## config.mk

```make
export PLATFORM = sky130hd
export DESIGN_NAME = hazard_stall_ctrl
export DESIGN_NICKNAME = d
export VERILOG_FILES = /design/src/rtl/hazard_stall_ctrl.sv
export SDC_FILE = /design/constraint.sdc
export NUM_CORES = 1
export LEC_CHECK = 0
export ABC_AREA = 0
export CAP_MARGIN = 5
export CORE_UTILIZATION = 36
export DETAILED_ROUTE_END_ITERATION = 6
export HOLD_SLACK_MARGIN = 0.12
export PLACE_DENSITY = 0.9
export SYNTH_ARGS = -nofsm -noshare
export SYNTH_HDL_FRONTEND = slang
export SYNTH_SLANG_ARGS = --single-unit
```

## constraint.sdc

```tcl
create_clock -name CLK -period 2.2 [get_ports CLK]
set_input_delay 0.22 -clock CLK [delete_from_list [all_inputs] [get_ports CLK]]
set_output_delay 0.22 -clock CLK [all_outputs]
set_load 0.02 [all_outputs]
```

## src/rtl/hazard_stall_ctrl.sv

```systemverilog
`default_nettype none
// ============================================================================
//  Module      : hazard_stall_ctrl
//  Description : Pipeline hazard controller. Detects load-use and
//                branch-compare hazards, selects execute-stage operand
//                forwarding, and sequences multi-cycle multiply/divide
//                occupancy. It is the single source of every stall and
//                flush control in the pipeline.
//
//  Parameters  : MD_LAT  multiply/divide occupancy in cycles, including the
//                        issue cycle (2..16)
//                RW      register-address width
//
//  Ports       : CLK, RST               clock / asynchronous active-high reset
//                RsD, RtD               decode-stage source registers
//                RsE, RtE               execute-stage source registers
//                WriteReg{E,M,W}        destination registers of E, M, W
//                RegWrite{E,M,W}        destination write-enables
//                MemtoReg{E,M}          instruction is a load
//                BranchD, PCSrcD        decode branch / branch resolved taken
//                MdStartE               multiply/divide issued in E
//                StallF, StallD         PC / decode-register hold (1 = hold)
//                FlushD, FlushE         decode / execute register clear
//                ForwardAE, ForwardBE   00 = regfile, 01 = W, 10 = M
//                MdBusy                 multiply/divide in progress
//                StallCount             saturating stall-cycle counter
//                                       (present only with HAZARD_STALL_CNT_EN)
//
//  Build option: define HAZARD_STALL_CNT_EN to add the StallCount output.
//
//  Revision    : 1.0  initial release
// ============================================================================

module hazard_stall_ctrl #(
    parameter int MD_LAT = 4,
    parameter int RW     = 5
) (
    input  logic          CLK,
    input  logic          RST,
    input  logic [RW-1:0] RsD,
    input  logic [RW-1:0] RtD,
    input  logic [RW-1:0] RsE,
    input  logic [RW-1:0] RtE,
    input  logic [RW-1:0] WriteRegE,
    input  logic [RW-1:0] WriteRegM,
    input  logic [RW-1:0] WriteRegW,
    input  logic          RegWriteE,
    input  logic          RegWriteM,
    input  logic          RegWriteW,
    input  logic          MemtoRegE,
    input  logic          MemtoRegM,
    input  logic          BranchD,
    input  logic          PCSrcD,
    input  logic          MdStartE,
    output logic          StallF,
    output logic          StallD,
    output logic          FlushD,
    output logic          FlushE,
    output logic [1:0]    ForwardAE,
    output logic [1:0]    ForwardBE,
    output logic          MdBusy
`ifdef HAZARD_STALL_CNT_EN
    ,
    output logic [31:0]   StallCount
`endif
);

    // ------------------------------------------------------------------
    // Constants
    // ------------------------------------------------------------------
    // The issue cycle itself is not a BUSY cycle, and the counter spends
    // one extra cycle at zero, so MD_LAT-2 gives MD_LAT-1 BUSY cycles.
    localparam logic [3:0] C_CNT_LOAD = 4'(MD_LAT - 2);

    localparam logic [1:0] C_FWD_RF = 2'b00;
    localparam logic [1:0] C_FWD_W  = 2'b01;
    localparam logic [1:0] C_FWD_M  = 2'b10;

    typedef enum logic [0:0] {
        S_IDLE = 1'b0,
        S_BUSY = 1'b1
    } state_t;

    // ------------------------------------------------------------------
    // Multiply/divide sequencer state
    // ------------------------------------------------------------------
    state_t     state_q, state_d;
    logic [3:0] cnt_q,   cnt_d;

    // ------------------------------------------------------------------
    // Hazard detection
    // ------------------------------------------------------------------
    logic w_e_hits_d;     // E destination matches a decode source
    logic w_m_hits_d;     // M destination matches a decode source
    logic w_lwstall;
    logic w_brstall;
    logic w_md_busy;
    logic w_hazard;

    // Register 0 is hard-wired, so a write to it never creates a dependency.
    assign w_e_hits_d = (WriteRegE != '0) &&
                        ((WriteRegE == RsD) || (WriteRegE == RtD));
    assign w_m_hits_d = (WriteRegM != '0) &&
                        ((WriteRegM == RsD) || (WriteRegM == RtD));

    assign w_lwstall = MemtoRegE && RegWriteE && w_e_hits_d;

    // A branch compares in decode, so it must wait for any ALU result still
    // in E and for any load result still in M (not yet forwardable).
    assign w_brstall = BranchD &&
                       ((RegWriteE && w_e_hits_d) || (MemtoRegM && w_m_hits_d));

    assign w_md_busy = (state_q == S_BUSY);
    assign w_hazard  = w_lwstall || w_brstall || w_md_busy;

    // ------------------------------------------------------------------
    // Forwarding selection (M has priority: it holds the newer value)
    // ------------------------------------------------------------------
    function automatic logic [1:0] fwd_sel(input logic [RW-1:0] src);
        logic [1:0] sel;
        sel = C_FWD_RF;
        if (src != '0) begin
            if (RegWriteM && (WriteRegM == src)) begin
                sel = C_FWD_M;
            end else if (RegWriteW && (WriteRegW == src)) begin
                sel = C_FWD_W;
            end
        end
        return sel;
    endfunction

    logic [1:0] w_fwd_a;
    logic [1:0] w_fwd_b;

    assign w_fwd_a = fwd_sel(RsE);
    assign w_fwd_b = fwd_sel(RtE);

    // ------------------------------------------------------------------
    // Sequencer: state register
    // ------------------------------------------------------------------
    always_ff @(posedge CLK or posedge RST) begin
        if (RST) begin
            state_q <= S_IDLE;
            cnt_q   <= 4'd0;
        end else begin
            state_q <= state_d;
            cnt_q   <= cnt_d;
        end
    end

    // ------------------------------------------------------------------
    // Sequencer: next-state logic
    // ------------------------------------------------------------------
    always_comb begin
        state_d = state_q;
        cnt_d   = cnt_q;
        case (state_q)
            S_IDLE: begin
                if (MdStartE) begin
                    state_d = S_BUSY;
                    cnt_d   = C_CNT_LOAD;
                end
            end
            S_BUSY: begin
                // A new MdStartE here is deliberately ignored: the unit is
                // occupied and the issuing instruction is held upstream.
                if (cnt_q == 4'd0) begin
                    state_d = S_IDLE;
                end else begin
                    cnt_d = cnt_q - 4'd1;
                end
            end
            default: begin
                state_d = S_IDLE;
                cnt_d   = 4'd0;
            end
        endcase
    end

    // ------------------------------------------------------------------
    // Control outputs (combinational; reset forces a safe pattern that
    // clears both pipeline registers and releases all holds)
    // ------------------------------------------------------------------
    always_comb begin
        StallF    = 1'b0;
        StallD    = 1'b0;
        FlushD    = 1'b1;
        FlushE    = 1'b1;
        ForwardAE = C_FWD_RF;
        ForwardBE = C_FWD_RF;
        MdBusy    = 1'b0;
        if (!RST) begin
            StallF    = w_hazard;
            StallD    = w_hazard;
            // While decode holds, a bubble goes into E instead.
            FlushE    = w_hazard;
            // A held instruction must never be cleared, so stall beats flush.
            FlushD    = PCSrcD && !w_hazard;
            ForwardAE = w_fwd_a;
            ForwardBE = w_fwd_b;
            MdBusy    = w_md_busy;
        end
    end

`ifdef HAZARD_STALL_CNT_EN
    // ------------------------------------------------------------------
    // Saturating count of decode-stall cycles
    // ------------------------------------------------------------------
    logic [31:0] stall_cnt_q, stall_cnt_d;

    always_comb begin
        stall_cnt_d = stall_cnt_q;
        if (StallD && (stall_cnt_q != 32'hFFFF_FFFF)) begin
            stall_cnt_d = stall_cnt_q + 32'd1;
        end
    end

    always_ff @(posedge CLK or posedge RST) begin
        if (RST) begin
            stall_cnt_q <= 32'd0;
        end else begin
            stall_cnt_q <= stall_cnt_d;
        end
    end

    assign StallCount = stall_cnt_q;
`endif

endmodule

`default_nettype wire

```

==> qor.csv, run 1 <==
metric;value;unit
status;finished clean;
slew margin rel.;0.7352;
Syn-to-layout area delta;76.12;%
cell count after synthesis;109;
global-route wire length before repair;4091;µm
worst r2r path cells;7;
flops & latches, synth;5;
fin nets;220;
slowest cell delay on critical path;0.50;ns
Final period util;0.9471;
Final Wtd Congestion;0.8711;
final hold violations;0;
Post-route DRC;0;
Mean Syn Cell Area;7.691;µm²
share of the synthesized area in the top cell type;0.3343;
Fin Setup TNS;0;ns
Unique masters post-synth;30;
antenna viol nets, final;0;
Pwr Total;0.0007639;W
Worst EP required;1.98;ns
Max Fclk;480.0;MHz
Horiz. Die Dim;50.26;µm
post-synthesis net count;155;
CTS max path bufs;2;
Worst setup SP type;input port;
most instantiated library cell after synthesis;xnor2_1;
worst-case vdd ir drop;0.5266;mV
post-DP HPWL;2214;µm
GR Util All Layers;0.2151;
Initial Utilization;0.3790;
ys async rst share;1.000;
largest net degree at the start of global routing;8;
clock-pin slew on the worst setup and hold paths;0.05;ns
worst hold path class;input port to asynchronous set/reset pin;
Port-buffer cells;53;
placed instance area;1464;µm²
First-pass DRT Iterations;4;
Top FF cell, synth;dfrtp_1;
Setup Viol. Count Final;0;
crit end category;output pin;
fin crit period;2.084;ns
final core occ;0.6674;
vias in the first global route;968;
critical path's slowest cell;or4_1;
clk_lat worst skew;0.25;ns
final wirelength;2625;µm
total congestion overflow;0;
Seq/Total Area, Yosys;0.1493;
flop-to-flop setup slack;0.56;ns
Design Area, Final;1476;µm²
RR Startpoint;cnt_q[0]$_DFFE_PP0P_;
share of cells above drive strength 1;0.1329;
WP buf/inv;3;
IO Pins;54;
Slew Viols, Final;0;
EDFF count, synth;0;
actual slew at the worst max-slew pin;0.3972;ns
Vias per Instance;4.876;
# hold bufs at CTS;0;
root buf cell;clkbuf_4;
Die ar.;2526;µm²
RR Endpoint;cnt_q[3]$_DFFE_PP0P_;
Starting DRT DRC Count;7;
die height;50.26;µm
CTS tree;built;
initial antenna violation count;0;
htree depth;1;
warning count from the yosys run;0;
Syn Std Cell Area;838.3;µm²
# rows;17;
clk_skew;0.001059;ns
core box area;2212;µm²
crit-path leading delay family;buffers and inverters;
maximum fanout along the worst path;2;
ranking of synthesized cells by area;xnor2_1, dfrtp_1, xor2_1;
crit-path cells;clkdlybuf4s50_1 -> buf_4 -> or4_1 -> nor2_1 -> nor4_1 -> dlygate4sd2_1;
pwr/cell area;517.4;nW/µm²
Leakage;0.6375;nW
Yosys top cell by area;xnor2_1;
number of diodes;0;
RSZ-0062 raised after global routing;false;
routed len/inst;13.06;µm
CTS Sinks;5;
CTS Buf Count;3;
WS Path Type;input port to output pin;
Synth top cells by count;xnor2_1, nand2_1, xor2_1;
Worst Path Arrival;1.86;ns
routed vias;980;
max_cap viols;0;
-- routing by layer --
layer  vias up  wire [µm]  GRT usage
met5         -          0          0
met4         0         31    0.08571
met3         4        109    0.02424
met2        26       1328     0.3867
met1       448       1154     0.2550
li1        502          -          -
-- state kept, by name, summed over array words and instances (netlist names) --
| register | cells |
|---|---|
| cnt_q | 4 |
| state_q | 1 |
-- timing repair --
item                                    4_1_cts  5_1_grt
resized for setup                            20       13
endpoints found under the setup margin        8        6
buffers inserted                              0        0
pin swaps                                     1        1
-- report_power, final --
part	internal, W	switching [W]	leakage, nW	total [W]
sequential	0.000137	0.0000449	0.0584	0.000182
combinational	0.000246	0.000221	0.564	0.000467
clock	0.0000691	0.0000459	0.0150	0.000115
-- per-stage QoR --
stage,worst slack (ns),hold WS [ns],instances
final,0.1165,0.4000,201
after global routing,0.06215,0.4275,201
after CTS,0.01209,0.3997,201
after detailed placement,-0.3760,0.5429,197
after global placement,-0.4095,0.5045,197
after floorplan,0.3563,0.006654,109
-- worst max-delay path by stage --
| stage | from | end | slack [ns] | cells past startpoint |
|---|---|---|---|---|
| after floorplan | WriteRegM[1] | StallF | 0.36 | 6 |
| after global placement | WriteRegM[0] | FlushD | -0.41 | 6 |
| after detailed placement | WriteRegM[0] | FlushD | -0.38 | 6 |
| after CTS | WriteRegM[3] | ForwardBE[1] | 0.01 | 6 |
| after global routing | WriteRegE[0] | StallD | 0.06 | 8 |
| final | RsE[3] | ForwardAE[0] | 0.12 | 6 |
-- worst min-delay path, delay by kind of cell --
family	cells	cell delay (ns)
buffers and inverters	3	0.80
-- cell type report --
cell class / instances / area (µm²)
fill: 206 / 735.7
multi-input combinational: 94 / 660.6
timing repair buffer: 66 / 614.3
sequential: 5 / 125.1
tap: 28 / 35.03
clock buffer: 4 / 26.28
inverter: 4 / 15.01
-- placed cells by master, fill, tap and decap left out, types with 2 or more instances in the layout --
cell type,count
buf_4,13
buf_2,3
and3_1,2
clkbuf_2,2
xor2_1,9
nand2_1,10
dlymetal6s2s_1,5
nand4_1,2
nor4_1,4
a21oi_1,3
nor2_1,8
nor3b_1,3
or4_1,2
dlygate4sd2_1,2
o22ai_1,3
clkbuf_4,3
clkdlybuf4s50_1,40
dfrtp_1,5
nor3_1,2
nand3_1,4
inv_1,4
xnor2_1,32
-- cells by family after synthesis --
kind of cell | share of synthesized area
AOI/OAI and AO/OA | 0.09850
DFF | 0.1493
and+or+nand+nor | 0.2463
xor gates and xnor gates | 0.4284
adders and majority gates | 0.01492
buffers and inverters | 0.06267
(Power assumes the default switching activity.)
==> run 2: changes to the inputs <==
ABC_CLOCK_PERIOD_IN_PS = 2200   (was default)
PLACE_DENSITY = default   (was 0.9)
PLACE_DENSITY_LB_ADDON = 0.15   (was default)
==> qor.csv, run 2 (synthesis gave the netlist of run 1 again) <==
metric;value;unit
largest net degree at the start of global routing;8;
IO Pins;54;
WS Path Type;input port to output pin;
pre-CTS WS;-0.3948;ns
routed len/inst;12.69;µm
routed vias;999;
final hold violations;0;
total congestion overflow;0;
commonest non-fill, non-tap cell in the layout;clkdlybuf4s50_1;
Psw;0.0003049;W
combinational group share of total power;0.613;
CTS tree;built;
Biggest register;cnt_q;
most frequent cells in the layout;clkdlybuf4s50_1, xnor2_1, buf_4;
largest registers;cnt_q (4), state_q (1);
# Post-CTS Setup Buffers;0;
Horiz. Die Dim;50.26;µm
GR Util All Layers;0.2143;
clk_lat worst skew;0.25;ns
clock-pin slew on the worst setup and hold paths;0.05;ns
fin crit period;2.152;ns
Worst EP required;1.98;ns
root buf cell;clkbuf_4;
fill count;204;
actual slew at the worst max-slew pin;0.3935;ns
pwr/cell area;504.0;nW/µm²
crit end category;output pin;
Leakage;0.6282;nW
max_cap viols;0;
fin nets;221;
CTS Buf Count;3;
Final Wtd Congestion;0.8345;
clk_skew;0.01024;ns
share of cells above drive strength 1;0.1552;
post-DP HPWL;2133;µm
CTS Sinks;5;
Post-route DRC;0;
Port-buffer cells;53;
Max Fclk;464.7;MHz
vias in the first global route;995;
Starting DRT DRC Count;17;
Worst setup SP type;input port;
htree depth;1;
antenna viol nets, final;0;
die height;50.26;µm
slew margin rel.;0.7377;
Sw Ratio;0.4042;
Slew Viols, Final;0;
worst hold path class;input port to asynchronous set/reset pin;
CTS max path bufs;2;
number of diodes;0;
clock group share of total power;0.145;
worst-case vdd ir drop;0.6845;mV
Die ar.;2526;µm²
Final period util;0.9782;
# hold bufs at CTS;0;
Syn-to-layout area delta;78.51;%
First-pass DRT Iterations;4;
Cell Int Power;0.0004494;W
initial antenna violation count;0;
number of flip-flops in the largest register;4;
# rows;17;
global-route wire length before repair;4174;µm
Setup Viol. Count Final;0;
core box area;2212;µm²
final core occ;0.6765;
Initial Utilization;0.3790;
status;finished clean;
final worst slack;0.04787;ns
final wirelength;2563;µm
maximum fanout along the worst path;2;
Vias per Instance;4.946;
Worst Path Arrival;1.93;ns
sequential power share;0.241;
run 2: cell count changes in the layout (fill, tap and decap cells not counted), sizes merged:
cell           before  now
buf                17   19
clkbuf              6    4
clkdlybuf4s15       0    1
dlymetal6s2s        5    3
dlygate4sd2         2    4
run 2: per-stage QoR:
stage / instances / area (µm²) / hold WS (ns) / total power, W / setup TNS [ns]
after floorplan: 109 / 838.3 / 0.006654 / 0.0004425 / 0
after global placement: 198 / 1471 / 0.5079 / 0.0006408 / -2.667
after detailed placement: 198 / 1471 / 0.5210 / 0.0006560 / -2.721
after CTS: 202 / 1478 / 0.3696 / 0.0007549 / 0
after global routing: 202 / 1496 / 0.4262 / 0.0008227 / -0.005250
final: 202 / 1496 / 0.3702 / 0.0007543 / 0
run 2: power groups by stage:
stage | logic [W] | registers (W) | clock network [W]
final | 0.000462 | 0.000182 | 0.000110
after detailed placement | 0.000475 | 0.000181 | 0
after floorplan | 0.000272 | 0.000170 | 0
after global placement | 0.000462 | 0.000179 | 0
after CTS | 0.000462 | 0.000180 | 0.000113
after global routing | 0.000513 | 0.000187 | 0.000123
run 2: timing repair:
action                     4_1_cts  5_1_grt
gates cloned                     0        0
pin swaps                        1        2
setup endpoints to repair        8        6
resized for setup               31        5
run 2: worst paths after layout:
check / startpoint / to / slack [ns] / cells past startpoint
hold / removal: RST / cnt_q[3]$_DFFE_PP0P_ / 0.37 / 3
setup / recovery: RsE[2] / ForwardAE[0] / 0.05 / 6
setup reg to reg: cnt_q[0]$_DFFE_PP0P_ / cnt_q[3]$_DFFE_PP0P_ / 0.62 / 7
max in group asynchronous: RST / state_q$_DFF_PP0_ / 1.63 / 3
min in group CLK: cnt_q[2]$_DFFE_PP0P_ / cnt_q[2]$_DFFE_PP0P_ / 0.54 / 2
hold reg to reg: cnt_q[2]$_DFFE_PP0P_ / cnt_q[2]$_DFFE_PP0P_ / 0.54 / 2
run 2: routing by layer:
layer,track usage,wire [µm],share of wire,vias up
li1,-,-,-,502
met1,0.2422,1074,0.42,463
met2,0.4067,1335,0.52,34
met3,0.04848,152,0.059,0
met4,0.03333,0,0,0
met5,0,0,0,-
run 2: cell type report:
class / instances / area [µm²] / share of cell area
Multi-Input combinational cell: 94 / 678.2 / 0.4532
Timing Repair Buffer: 67 / 616.8 / 0.4122
Sequential cell: 5 / 125.1 / 0.08361
Tap cell: 28 / 35.03 / 0.02341
Clock buffer: 4 / 26.28 / 0.01756
Inverter: 4 / 15.01 / 0.01003
run 2: worst max-delay path: stages:
cell and delay [ns]:
clkdlybuf4s50_1 0.46, buf_4 0.16, or4_1 0.52, nor2_1 0.18
nor4_1 0.07, dlygate4sd2_1 0.32
==> run 3: changes to the inputs <==
CORE_UTILIZATION = 37   (was 36)
CTS_BUF_LIST = sky130_fd_sc_hd__clkbuf_4   (was default)
SKIP_CTS_REPAIR_TIMING = 1   (was default)
==> qor.csv, run 3 (synthesis gave the netlist of run 1 again) <==
metric;value;unit
largest net degree at the start of global routing;8;
Max Fclk;473.2;MHz
# rows;16;
number of flip-flops in the largest register;4;
Starting DRT DRC Count;9;
combinational group share of total power;0.609;
core box area;2042;µm²
largest registers;cnt_q (4), state_q (1);
RR Endpoint;cnt_q[3]$_DFFE_PP0P_;
Syn-to-layout area delta;78.81;%
GR Util All Layers;0.2357;
global-route wire length before repair;4533;µm
highest routed layer;met4;
Initial Utilization;0.4105;
Worst EP required;1.98;ns
Pwr Total;0.0007673;W
Die ar.;2460;µm²
CTS Buf Count;3;
First-pass DRT Iterations;4;
vias in the first global route;1061;
flop-to-flop setup slack;0.63;ns
IO Pins;54;
Setup Viol. Count Final;0;
routed vias;992;
Sw Ratio;0.3871;
sequential power share;0.237;
final hold violations;0;
clk_lat worst skew;0.24;ns
root buf cell;clkbuf_4;
M1 wire length;1068;µm
Worst setup SP type;input port;
Port-buffer cells;53;
routed len/inst;12.93;µm
Worst Path Arrival;1.89;ns
antenna viol nets, final;0;
WP buf/inv;3;
slew margin rel.;0.7513;
worst hold path class;input port to asynchronous set/reset pin;
met3 routed WL;224;µm
non-filler cells, final;199;
die height;49.60;µm
Biggest register;cnt_q;
placed cells;195;
met2 WL;1270;µm
Final period util;0.9605;
worst r2r path cells;7;
Cell Int Power;0.0004703;W
Leakage;0.6929;nW
htree depth;1;
Vias per Instance;4.985;
worst-case vdd ir drop;0.6923;mV
initial antenna violation count;0;
pwr/cell area;511.9;nW/µm²
maximum fanout along the worst path;3;
slowest cell delay on critical path;0.56;ns
Horiz. Die Dim;49.60;µm
fin nets;219;
Register Area;125.1;µm²
WS Path Type;input port to output pin;
area of the multi-input gates;660.6;µm²
status;finished clean;
actual slew at the worst max-slew pin;0.3730;ns
commonest non-fill, non-tap cell in the layout;clkdlybuf4s50_1;
fin crit period;2.113;ns
RR Startpoint;cnt_q[0]$_DFFE_PP0P_;
number of diodes;0;
CTS max path bufs;2;
CTS tree;built;
fill count;174;
post-DP HPWL;2209;µm
crit-path cells;clkdlybuf4s50_1 -> xnor2_1 -> nand3_1 -> o22ai_1 -> a221oi_2 -> buf_4 -> nor2_1 -> dlymetal6s2s_1;
share of cells above drive strength 1;0.1163;
Final Wtd Congestion;0.8411;
final core occ;0.7341;
critical path's slowest cell;clkdlybuf4s50_1;
clock group share of total power;0.155;
max_cap viols;0;
clock-pin slew on the worst setup and hold paths;0.04;ns
Post-route DRC;0;
Min Hold Slack;0.3679;ns
clk_skew;0.004607;ns
most frequent cells in the layout;clkdlybuf4s50_1, xnor2_1, buf_4;
Slew Viols, Final;0;
total congestion overflow;0;
final wirelength;2573;µm
crit end category;output pin;
crit-path leading delay family;buffers and inverters;
Psw;0.0002970;W
CTS Sinks;5;
-- run 3: cell types whose count changed in the layout (fill, tap and decap cells not counted), moves of 2 or more --
| cell | change |
|---|---|
| buf_4 | -3 |
| nor4_1 | +2 |
| buf_2 | -4 |
| clkbuf_2 | +2 |
| nor4_2 | -2 |
| dlygate4sd2_1 | -4 |
| dlymetal6s2s_1 | +6 |
-- run 3: through the flow --
stage                     worst slack [ns]  setup TNS (ns)  area (µm²)
after CTS                          -0.3964          -2.631        1485
after global routing              -0.01399        -0.02331        1499
after detailed placement           -0.3836          -2.549        1455
after global placement             -0.3905          -2.499        1455
after floorplan                     0.3563               0       838.3
final                              0.08683               0        1499
-- run 3: power groups by stage --
stage / Clock, W / Sequential [W] / Combinational [W]
after floorplan: 0 / 0.000170 / 0.000272
after global placement: 0 / 0.000178 / 0.000456
after detailed placement: 0 / 0.000181 / 0.000472
after CTS: 0.000123 / 0.000180 / 0.000474
after global routing: 0.000129 / 0.000190 / 0.000524
final: 0.000119 / 0.000182 / 0.000467
-- run 3: metal layers --
layer  GRT usage  vias to the layer above
met1      0.2775                      442
li1            -                      501
met2      0.4302                       45
met5           0                        -
met3     0.06481                        4
met4     0.02857                        0
-- run 3: area by class of cell --
cell class	count	area share
Clock buffer	4	0.02003
Sequential cell	5	0.08347
Multi-Input combinational cell	94	0.4407
Inverter	4	0.01002
Timing Repair Buffer	65	0.4232
Tap cell	27	0.02254
-- run 3: worst register-to-register path, cell delays in order (launching register included) --
cell and delay (ns):
dfrtp_1 0.34, inv_1 0.07, ha_1 0.23, nor3b_1 0.16, a21oi_1 0.34, nand2_1 0.11, xor2_1 0.15, a21oi_1 0.10
-- run 3: how the worst max path moves through the flow --
stage / from / end / slack, ns / cells after the start
floorplan: WriteRegM[1] / StallF / 0.36 / 6
global placement: WriteRegM[0] / FlushD / -0.39 / 6
detailed placement: WriteRegM[0] / FlushD / -0.38 / 6
CTS: WriteRegM[2] / ForwardBE[1] / -0.40 / 7
global route: WriteRegM[4] / StallD / -0.01 / 8
finish: WriteRegE[4] / StallF / 0.09 / 8
